[config.mk]
export PLATFORM = sky130hd
export DESIGN_NAME = cmos_capture_crop
export DESIGN_NICKNAME = d
export VERILOG_FILES = /design/src/rtl/cmos_capture_crop.sv
export SDC_FILE = /design/constraint.sdc
export NUM_CORES = 1
export LEC_CHECK = 0
export BUFFER_PORTS_ARGS = -buffer_cell sky130_fd_sc_hd__buf_2
export CAP_MARGIN = 20
export CORE_MARGIN = 2
export CORE_UTILIZATION = 25
export DETAILED_ROUTE_END_ITERATION = 10
export HOLD_SLACK_MARGIN = 0.02
export REMOVE_ABC_BUFFERS = 1
export SETUP_SLACK_MARGIN = 0.3
export SLEW_MARGIN = 20
export SYNTH_ARGS = -nofsm -noshare
export SYNTH_HDL_FRONTEND = slang
export SYNTH_SLANG_ARGS = --single-unit
[constraint.sdc]
create_clock -name cam_pclk -period 5.64 [get_ports cam_pclk]
set_clock_uncertainty 0.1 [all_clocks]
set_input_delay 1.128 -clock cam_pclk [delete_from_list [all_inputs] [get_ports cam_pclk]]
set_output_delay 1.128 -clock cam_pclk [all_outputs]
set_load 0.005 [all_outputs]
[src/rtl/cmos_capture_crop.sv]
// DVP camera capture: skips settling frames, packs 1- or 2-beat pixels and centre-crops to the display window.
// Pixel/sync outputs trail the sensor pins by two cam_pclk edges; no backpressure, the sensor free-runs.
module cmos_capture_crop #(
  parameter int DATA_W     = 8,
  parameter int PIX_BYTES  = 2,
  parameter int SENS_H     = 640,
  parameter int SENS_V     = 480,
  parameter int FRAME_SKIP = 10
) (
  input  logic                          cam_pclk,
  input  logic                          rst,
  input  logic                          cam_vsync,
  input  logic                          cam_href,
  input  logic [DATA_W-1:0]             cam_data,
  input  logic [10:0]                   h_disp,
  input  logic [10:0]                   v_disp,
  output logic [10:0]                   h_pixel,
  output logic [10:0]                   v_pixel,
  output logic [27:0]                   sdram_addr_max,
  output logic                          frame_vsync,
  output logic                          frame_href,
  output logic                          pix_valid,
  output logic [DATA_W*PIX_BYTES-1:0]   pix_data,
  output logic [15:0]                   frame_cnt,
  output logic                          line_err
);

  localparam int              PW       = DATA_W * PIX_BYTES;
  localparam int              SKW      = (FRAME_SKIP < 1) ? 1 : $clog2(FRAME_SKIP + 1);
  localparam logic [SKW-1:0]  SKIP_MAX = SKW'(FRAME_SKIP);
  localparam logic [10:0]     SH       = 11'(SENS_H);
  localparam logic [10:0]     SV       = 11'(SENS_V);
  localparam logic [10:0]     CNT_MAX  = 11'd2047;

  logic              vs1, hr1, vs1_d, hr1_d;
  logic [DATA_W-1:0] d1;
  logic              vs_rise, href_fall;

  always_ff @(posedge cam_pclk or posedge rst) begin
    if (rst) begin
      vs1   <= 1'b0;
      hr1   <= 1'b0;
      vs1_d <= 1'b0;
      hr1_d <= 1'b0;
      d1    <= '0;
    end else begin
      vs1   <= cam_vsync;
      hr1   <= cam_href;
      vs1_d <= vs1;
      hr1_d <= hr1;
      d1    <= cam_data;
    end
  end

  assign vs_rise   = vs1 & ~vs1_d;
  assign href_fall = ~hr1 & hr1_d;

  logic [SKW-1:0] skip_cnt;
  logic           cap_en, cap_en_eff;

  // Capture opens on the rise after FRAME_SKIP full frames have been seen.
  assign cap_en_eff = cap_en | (vs_rise && skip_cnt == SKIP_MAX);

  always_ff @(posedge cam_pclk or posedge rst) begin
    if (rst) begin
      skip_cnt  <= '0;
      cap_en    <= 1'b0;
      frame_cnt <= '0;
    end else if (vs_rise) begin
      if (skip_cnt != SKIP_MAX) skip_cnt <= skip_cnt + SKW'(1);
      cap_en <= cap_en_eff;
      if (cap_en) frame_cnt <= frame_cnt + 16'd1;
    end
  end

  logic [10:0] hp_new, vp_new, ho_new, vo_new, h_off, v_off;
  logic [21:0] area_new;

  assign hp_new   = (h_disp < SH) ? h_disp : SH;
  assign vp_new   = (v_disp < SV) ? v_disp : SV;
  assign ho_new   = (SH - hp_new) >> 1;
  assign vo_new   = (SV - vp_new) >> 1;
  assign area_new = {11'd0, hp_new} * {11'd0, vp_new};

  always_ff @(posedge cam_pclk or posedge rst) begin
    if (rst) begin
      h_pixel        <= '0;
      v_pixel        <= '0;
      h_off          <= '0;
      v_off          <= '0;
      sdram_addr_max <= '0;
    end else if (vs_rise) begin
      h_pixel        <= hp_new;
      v_pixel        <= vp_new;
      h_off          <= ho_new;
      v_off          <= vo_new;
      sdram_addr_max <= {6'd0, area_new};
    end
  end

  // A vsync rise restarts line/frame state so a beat in that same cycle belongs to the new frame.
  logic [10:0] win_hp, win_vp, win_ho, win_vo;
  assign win_hp = vs_rise ? hp_new : h_pixel;
  assign win_vp = vs_rise ? vp_new : v_pixel;
  assign win_ho = vs_rise ? ho_new : h_off;
  assign win_vo = vs_rise ? vo_new : v_off;

  logic          phase, eff_phase, pix_done;
  logic [PW-1:0] pix_word;

  assign eff_phase = phase & ~vs_rise;

  generate
    if (PIX_BYTES == 1) begin : g_one
      assign pix_done = hr1;
      assign pix_word = d1;
    end else begin : g_two
      logic [DATA_W-1:0] upper;
      always_ff @(posedge cam_pclk or posedge rst) begin
        if (rst)                   upper <= '0;
        else if (hr1 && !eff_phase) upper <= d1;
      end
      assign pix_done = hr1 & eff_phase;
      assign pix_word = {upper, d1};
    end
  endgenerate

  always_ff @(posedge cam_pclk or posedge rst) begin
    if (rst)                  phase <= 1'b0;
    else if (!hr1)            phase <= 1'b0;
    else if (PIX_BYTES == 2)  phase <= ~eff_phase;
    else                      phase <= 1'b0;
  end

  logic [10:0] x_cnt, y_cnt, x_eff, y_eff;
  logic [11:0] x_lim, y_lim;
  logic        in_x, in_y;

  assign x_eff = vs_rise ? 11'd0 : x_cnt;
  assign y_eff = vs_rise ? 11'd0 : y_cnt;
  assign x_lim = {1'b0, win_ho} + {1'b0, win_hp};
  assign y_lim = {1'b0, win_vo} + {1'b0, win_vp};
  assign in_x  = (x_eff >= win_ho) && ({1'b0, x_eff} < x_lim);
  assign in_y  = (y_eff >= win_vo) && ({1'b0, y_eff} < y_lim);

  always_ff @(posedge cam_pclk or posedge rst) begin
    if (rst) begin
      x_cnt <= '0;
      y_cnt <= '0;
    end else begin
      if (!hr1)                             x_cnt <= '0;
      else if (pix_done && x_eff != CNT_MAX) x_cnt <= x_eff + 11'd1;
      else                                  x_cnt <= x_eff;

      if (vs_rise)                               y_cnt <= '0;
      else if (href_fall && y_cnt != CNT_MAX)    y_cnt <= y_cnt + 11'd1;
    end
  end

  always_ff @(posedge cam_pclk or posedge rst) begin
    if (rst) begin
      pix_valid   <= 1'b0;
      pix_data    <= '0;
      frame_vsync <= 1'b0;
      frame_href  <= 1'b0;
      line_err    <= 1'b0;
    end else begin
      pix_valid   <= pix_done & cap_en_eff & in_x & in_y;
      if (pix_done && cap_en_eff && in_x && in_y) pix_data <= pix_word;
      frame_vsync <= vs1 & cap_en_eff;
      frame_href  <= hr1 & cap_en_eff;
      // The frame-start clear takes priority over a line ending in the same cycle.
      if (vs_rise)                                     line_err <= 1'b0;
      else if (href_fall && (phase || x_cnt != SH))    line_err <= 1'b1;
    end
  end

endmodule

# Word level (Yosys, flattened, before mapping)

Index checks and enable logic that the tools add are counted.

Eq/ne operators: 5
Add/subtract/negate cells: 8
Reductions and logical operators: 16
Bitwise gates (word level): 14
Magnitude comparators: 6
Multiply operators: 1
Mux-type cells: 15

Operators with widths:

| cell                                                         | number |
|---|---|
| 2-to-1 mux 11 bit                                            | 12 |
| adder 11 x 11 -> 12 bit                                      | 2 |
| less-than comparator 11 x 12 -> 1 bit                        | 2 |
| adder 11 x 1 -> 11 bit, second input constant                | 2 |
| greater-or-equal comparator 11 bit                           | 2 |
| multiplier 11 x 11 -> 22 bit                                 | 1 |
| != test 11 bit, second input constant                        | 2 |
| adder 16 x 1 -> 16 bit, second input constant                | 1 |
| less-than comparator 11 x 10 -> 1 bit, second input constant | 1 |
| less-than comparator 11 x 9 -> 1 bit, second input constant  | 1 |
| != test 11 x 10 -> 1 bit, second input constant              | 1 |
| subtractor 10 x 11 -> 11 bit, first input constant           | 1 |
| subtractor 9 x 11 -> 11 bit, first input constant            | 1 |
| logical AND 1 bit                                            | 10 |
| AND 1 bit                                                    | 9 |
| adder 4 x 1 -> 4 bit, second input constant                  | 1 |
| == test 4 bit, second input constant                         | 1 |
| != test 4 bit, second input constant                         | 1 |
| NOT 1 bit                                                    | 4 |
| AND reduction 2 bit                                          | 2 |
| nonzero test 2 bit                                           | 2 |
| 2-to-1 mux 1 bit                                             | 3 |
| logical NOT 1 bit                                            | 1 |
| logical OR 1 bit                                             | 1 |
| OR 1 bit                                                     | 1 |

Flip-flop bits (word level): 150
Output and inout port bits: 86
Word-level logic and storage cells: 87

# Logic depth before layout (Yosys ltp)

Depth after elaboration: 9
Mapped depth: 28
Gate-level depth less buffers: 24

# Least setup slack after synthesis

Ideal clock, no wire load.

Path kind: in2reg
Start: in v_disp[9]
End: reg sdram_addr_max[18]
Setup time: 0.125 ns
Path buffers: 3
Data arrival time: 6.682 ns
Required time: 5.415 ns
Slack: -1.266 ns
Cell stages on the path: 22
Cells stage by stage: clkbuf_1 > nor3_1 > clkbuf_1 > and2_1 > clkbuf_1 > nand2_1 > fa_1 > fa_1 > fa_1 > inv_1 > fa_1 > inv_1 > fa_1 > inv_1 > ha_1 > o21ai_0 > nor3_1 > a211o_1 > a311o_1 > a21oi_1 > xnor2_1 > mux2_2

Longest elaborated chain between the ends: 3

Ends and longest elaborated chain:

| what                                 | line | text |
|---|---|---|
| from (decl)                          | 16   | `input logic [10:0] v_disp,` |
| less-than comparator 11 x 9 -> 1 bit | 80   | `assign vp_new = (v_disp < SV) ? v_disp : SV;` |
| 2-to-1 mux 11 bit (*)                | 80   |  |
| multiplier 11 x 11 -> 22 bit (*)     | 83   | `assign area_new = {11'd0, hp_new} * {11'd0, vp_new};` |
| to (signal assigned)                 | 97   | `sdram_addr_max <= {6'd0, area_new};` |
| to (decl)                            | 19   | `output logic [27:0] sdram_addr_max,` |

Every way passes the cells marked *; elsewhere a longest branch is shown, timed or not.
A chain may end at the register's enable or synchronous reset.

# Final worst setup path

Start: in h_disp[7]
End: reg sdram_addr_max[18]

Longest elaborated chain between the ends: 3

Ends and longest elaborated chain:

| what                                  | line | text |
|---|---|---|
| from (decl)                           | 15   | `input logic [10:0] h_disp,` |
| less-than comparator 11 x 10 -> 1 bit | 79   | `assign hp_new = (h_disp < SH) ? h_disp : SH;` |
| 2-to-1 mux 11 bit (*)                 | 79   |  |
| multiplier 11 x 11 -> 22 bit (*)      | 83   |  |

Marked as above.

==> impl_metrics.yaml <==
run_status:
  status: "finished, violations left"
  violations: "negative setup slack"
setup_path:
  cp_cell_sequence: "buf_6 > o21ai_2 > buf_6 > nor2b_4 > buf_6 > buf_6 > nand2_4 > nor2_1 > fa_1 > fa_1 > fa_2 > fa_1 > inv_1 > fa_1 > inv_2 > ha_4 > or3_1 > a211o_1 > a311o_1 > a21oi_2 > xnor2_1 > mux2_4"
  critPathTopFamily: "adder cells"
  worstSetupPathType: "primary input to flop"
  cp-end-kind: "flop"
  path_buf_inv: 6
  cp_slowest_stage_delay_ns: 0.53
  start_kind: "primary input"
  crit_arrival_ns: 6.20
  critPathMaxFanout: 4
  required_ns: 5.90
  cp_slowest_cell: "fa_1"
cts:
  worstSkewPairLatency_ns: 0.48
  clock-sinks: 150
  cts_buffer_depth: 2
  cts_htree_levels: 4
  cts_root_buf: "clkbuf_16"
  path_clk_slew_ns: 0.07
  cts_made_buffers: 17
  cts_tree: "yes"
logic_synthesis:
  synth_seq_area_share_pct: 30.9
  synth_edf_count: 0
  yosys.area.top_type: "dfrtp_1"
  netlist_instances: 1311
  netlist_area_um2: 12100
  netlist.area_leader.share_pct: 30.9
  async_reset_ff_share_pct: 100
  syn_area_per_cell_um2: 9.25
  synthFlopType: "dfrtp_1"
  synth.distinct_cells: 70
  ys_ff_latch: 150
  ys_warn_count: 0
  netlist_top_cells_area: "dfrtp_1 (31%), fa_1 (14%), ha_1 (14%)"
timing:
  finalCritPeriodShare_pct: 105
  period_needed_ns: 5.94
  worst_slack_ns: -0.300
  setup-violations-final: 24
  max_freq_ghz: 0.168
  worst_pin_slew_ns: 0.923
  maxSlewViolCount: 0
  rsz0062_at_grt: "yes"
  relSlewSlack_pct: 37.7
  whs_ns: 0.372
  hold_violations: 0
grt:
  grt_pass1_vias: 10600
  grt_usage_pct: 14.0
  grt_pass1_wl_um: 54600
  grt_antenna_before_repair: 1
  gr-total-overflow: 0
  grt_max_degree: 89
cells_and_area:
  nFillCells: 4804
  fin_nets: 1928
  areaGrowthSynthToFinish_pct: 38.2
  final_cell_mix: "buf_4 (216), nand2_1 (170), dfrtp_1 (150), inv_1 (124), ha_1 (115)"
  drive_above_1_share_pct: 32.9
  final_cells: 2309
  final_cell_area_um2: 16800
  antennaDiodeCount: 0
  final_common_cell: "buf_4"
placement:
  port_buffers: 113
  gp_congestion: 0.849
  placed_cells: 2235
  placed_cell_area_um2: 14900
  dp_hpwl_um: 27000
routing:
  drt-initial-drc-count: 561
  vias: 10400
  ant_nets: 0
  detail_route.first_pass.iterations: 5
  wl_um: 34900
  wl_per_cell_um: 15.1
  via_per_inst: 4.48
  drc: 0
power:
  power_frac_seq_pct: 25.6
  ir_worst_vdd_uv: 235
  cellLeakagePower_nw: 8.48
  power_mw: 5.09
  combPwrFrac_pct: 50.8
  p_int_mw: 3.11
  power_density_nw_per_um2: 304
  power_frac_clock_pct: 23.6
  switching_power_mw: 1.98
  p_sw_share_pct: 38.9
floorplanning:
  pin_count: 120
  fp.coreArea_um2: 47800
  fp.dieArea_um2: 50300
  die_x_um: 224
  num_rows: 80
  start_util_pct: 25.4
  die_h_um: 224
worst_hold_path:
  hp-class: "flop to flop"
job:
  maxCapViolations: 0
-- synthesized netlist by cell type, drive strengths merged, types with 8 or more instances --
cell	count
xnor2	51
ha	131
a21o	19
nand2	193
nor2b	12
nand4	10
and3	8
fa	82
nor2	98
buf	14
nand2b	12
o21ai	78
mux2	18
o21a	8
clkbuf	30
nor4	8
or3	12
nand3	30
xor2	23
inv	142
dfrtp	150
a21oi	40
and2	35
nor3	28
-- stage by stage --
stage	setup WS, ns	setup TNS [ns]	util (%)
final	-0.300	-3.89	35.0
after global routing	-0.451	-8.63	35.0
after CTS	-0.286	-0.663	34.3
after detailed placement	-1.32	-33.39	31.2
after global placement	-1.22	-31.14	31.2
after floorplan	-1.23	-25.14	-
-- power by group through the flow --
stage | Clock (mW) | Sequential [mW] | Combinational, mW
global route | 1.28 | 1.32 | 2.90
CTS | 1.24 | 1.30 | 2.50
global placement | 0 | 1.32 | 2.19
detailed placement | 0 | 1.32 | 2.22
floorplan | 0 | 1.31 | 1.36
finish | 1.20 | 1.30 | 2.59
-- per-layer routing --
layer,wire [um],vias up,track usage (%),share of wire (%)
li1,-,5064,-,-
met1,15500,5050,18.2,44
met2,17100,196,23.2,49
met3,1750,42,2.97,5.0
met4,587,2,4.83,1.7
met5,9,-,0,0.026
-- worst paths after layout --
check	from	endpoint	slack [ns]	cells past startpoint
setup / recovery	h_disp[7]	sdram_addr_max[18]	-0.30	22
hold / removal	sdram_addr_max[3]	sdram_addr_max[3]	0.37	2
setup reg to reg	vs1	pix_data[6]	0.65	23
hold reg to reg	sdram_addr_max[3]	sdram_addr_max[3]	0.37	2
max in group asynchronous	rst	h_pixel[7]	3.69	3
min in group asynchronous	rst	d1[2]	0.70	2
-- what timing repair did --
item	in CTS	in global routing
cloned	1	2
endpoints found under the hold margin	0	0
resized for setup	173	59
endpoints found under the setup margin	31	30
pin swaps	94	59
buffers inserted	29	10
hold buffers	0	0
-- flip-flops by register name (all words and copies together), names as in the netlist --
register / cells
phase: 1
pix_valid: 1
y_cnt: 11
frame_cnt: 16
d1: 8
v_off: 11
vs1_d: 1
line_err: 1
sdram_addr_max: 22
vs1: 1
frame_vsync: 1
h_off: 11
hr1: 1
pix_data: 16
h_pixel: 11
hr1_d: 1
frame_href: 1
v_pixel: 11
skip_cnt: 4
g_two.upper: 8
x_cnt: 11
cap_en: 1
-- cells by family after synthesis --
logic type	share of synthesized area (%)
simple gates	17.6
fa+ha+maj	27.0
compound gates	10.5
buf+inv	6.27
flops	30.9
xor+xnor	5.34
mux	2.20
other cells	0.0619
-- worst min-delay path, cell delays in order, from the launching register on --
cell and delay (ns):
dfrtp_1 0.34, nand2_1 0.05, nand2_1 0.05
-- cell type report --
| type | instances | area, um2 | share of cell area (%) |
|---|---|---|---|
| clock buffers | 17 | 425 | 2.54 |
| clock inverters | 15 | 206 | 1.23 |
| inverters | 143 | 549 | 3.28 |
| multi-input cells | 1009 | 8450 | 50.4 |
| flip-flops and latches | 150 | 3750 | 22.4 |
| well taps | 615 | 769 | 4.59 |
| repair buffers | 360 | 2620 | 15.6 |
Power figures use the tool's default switching activity.
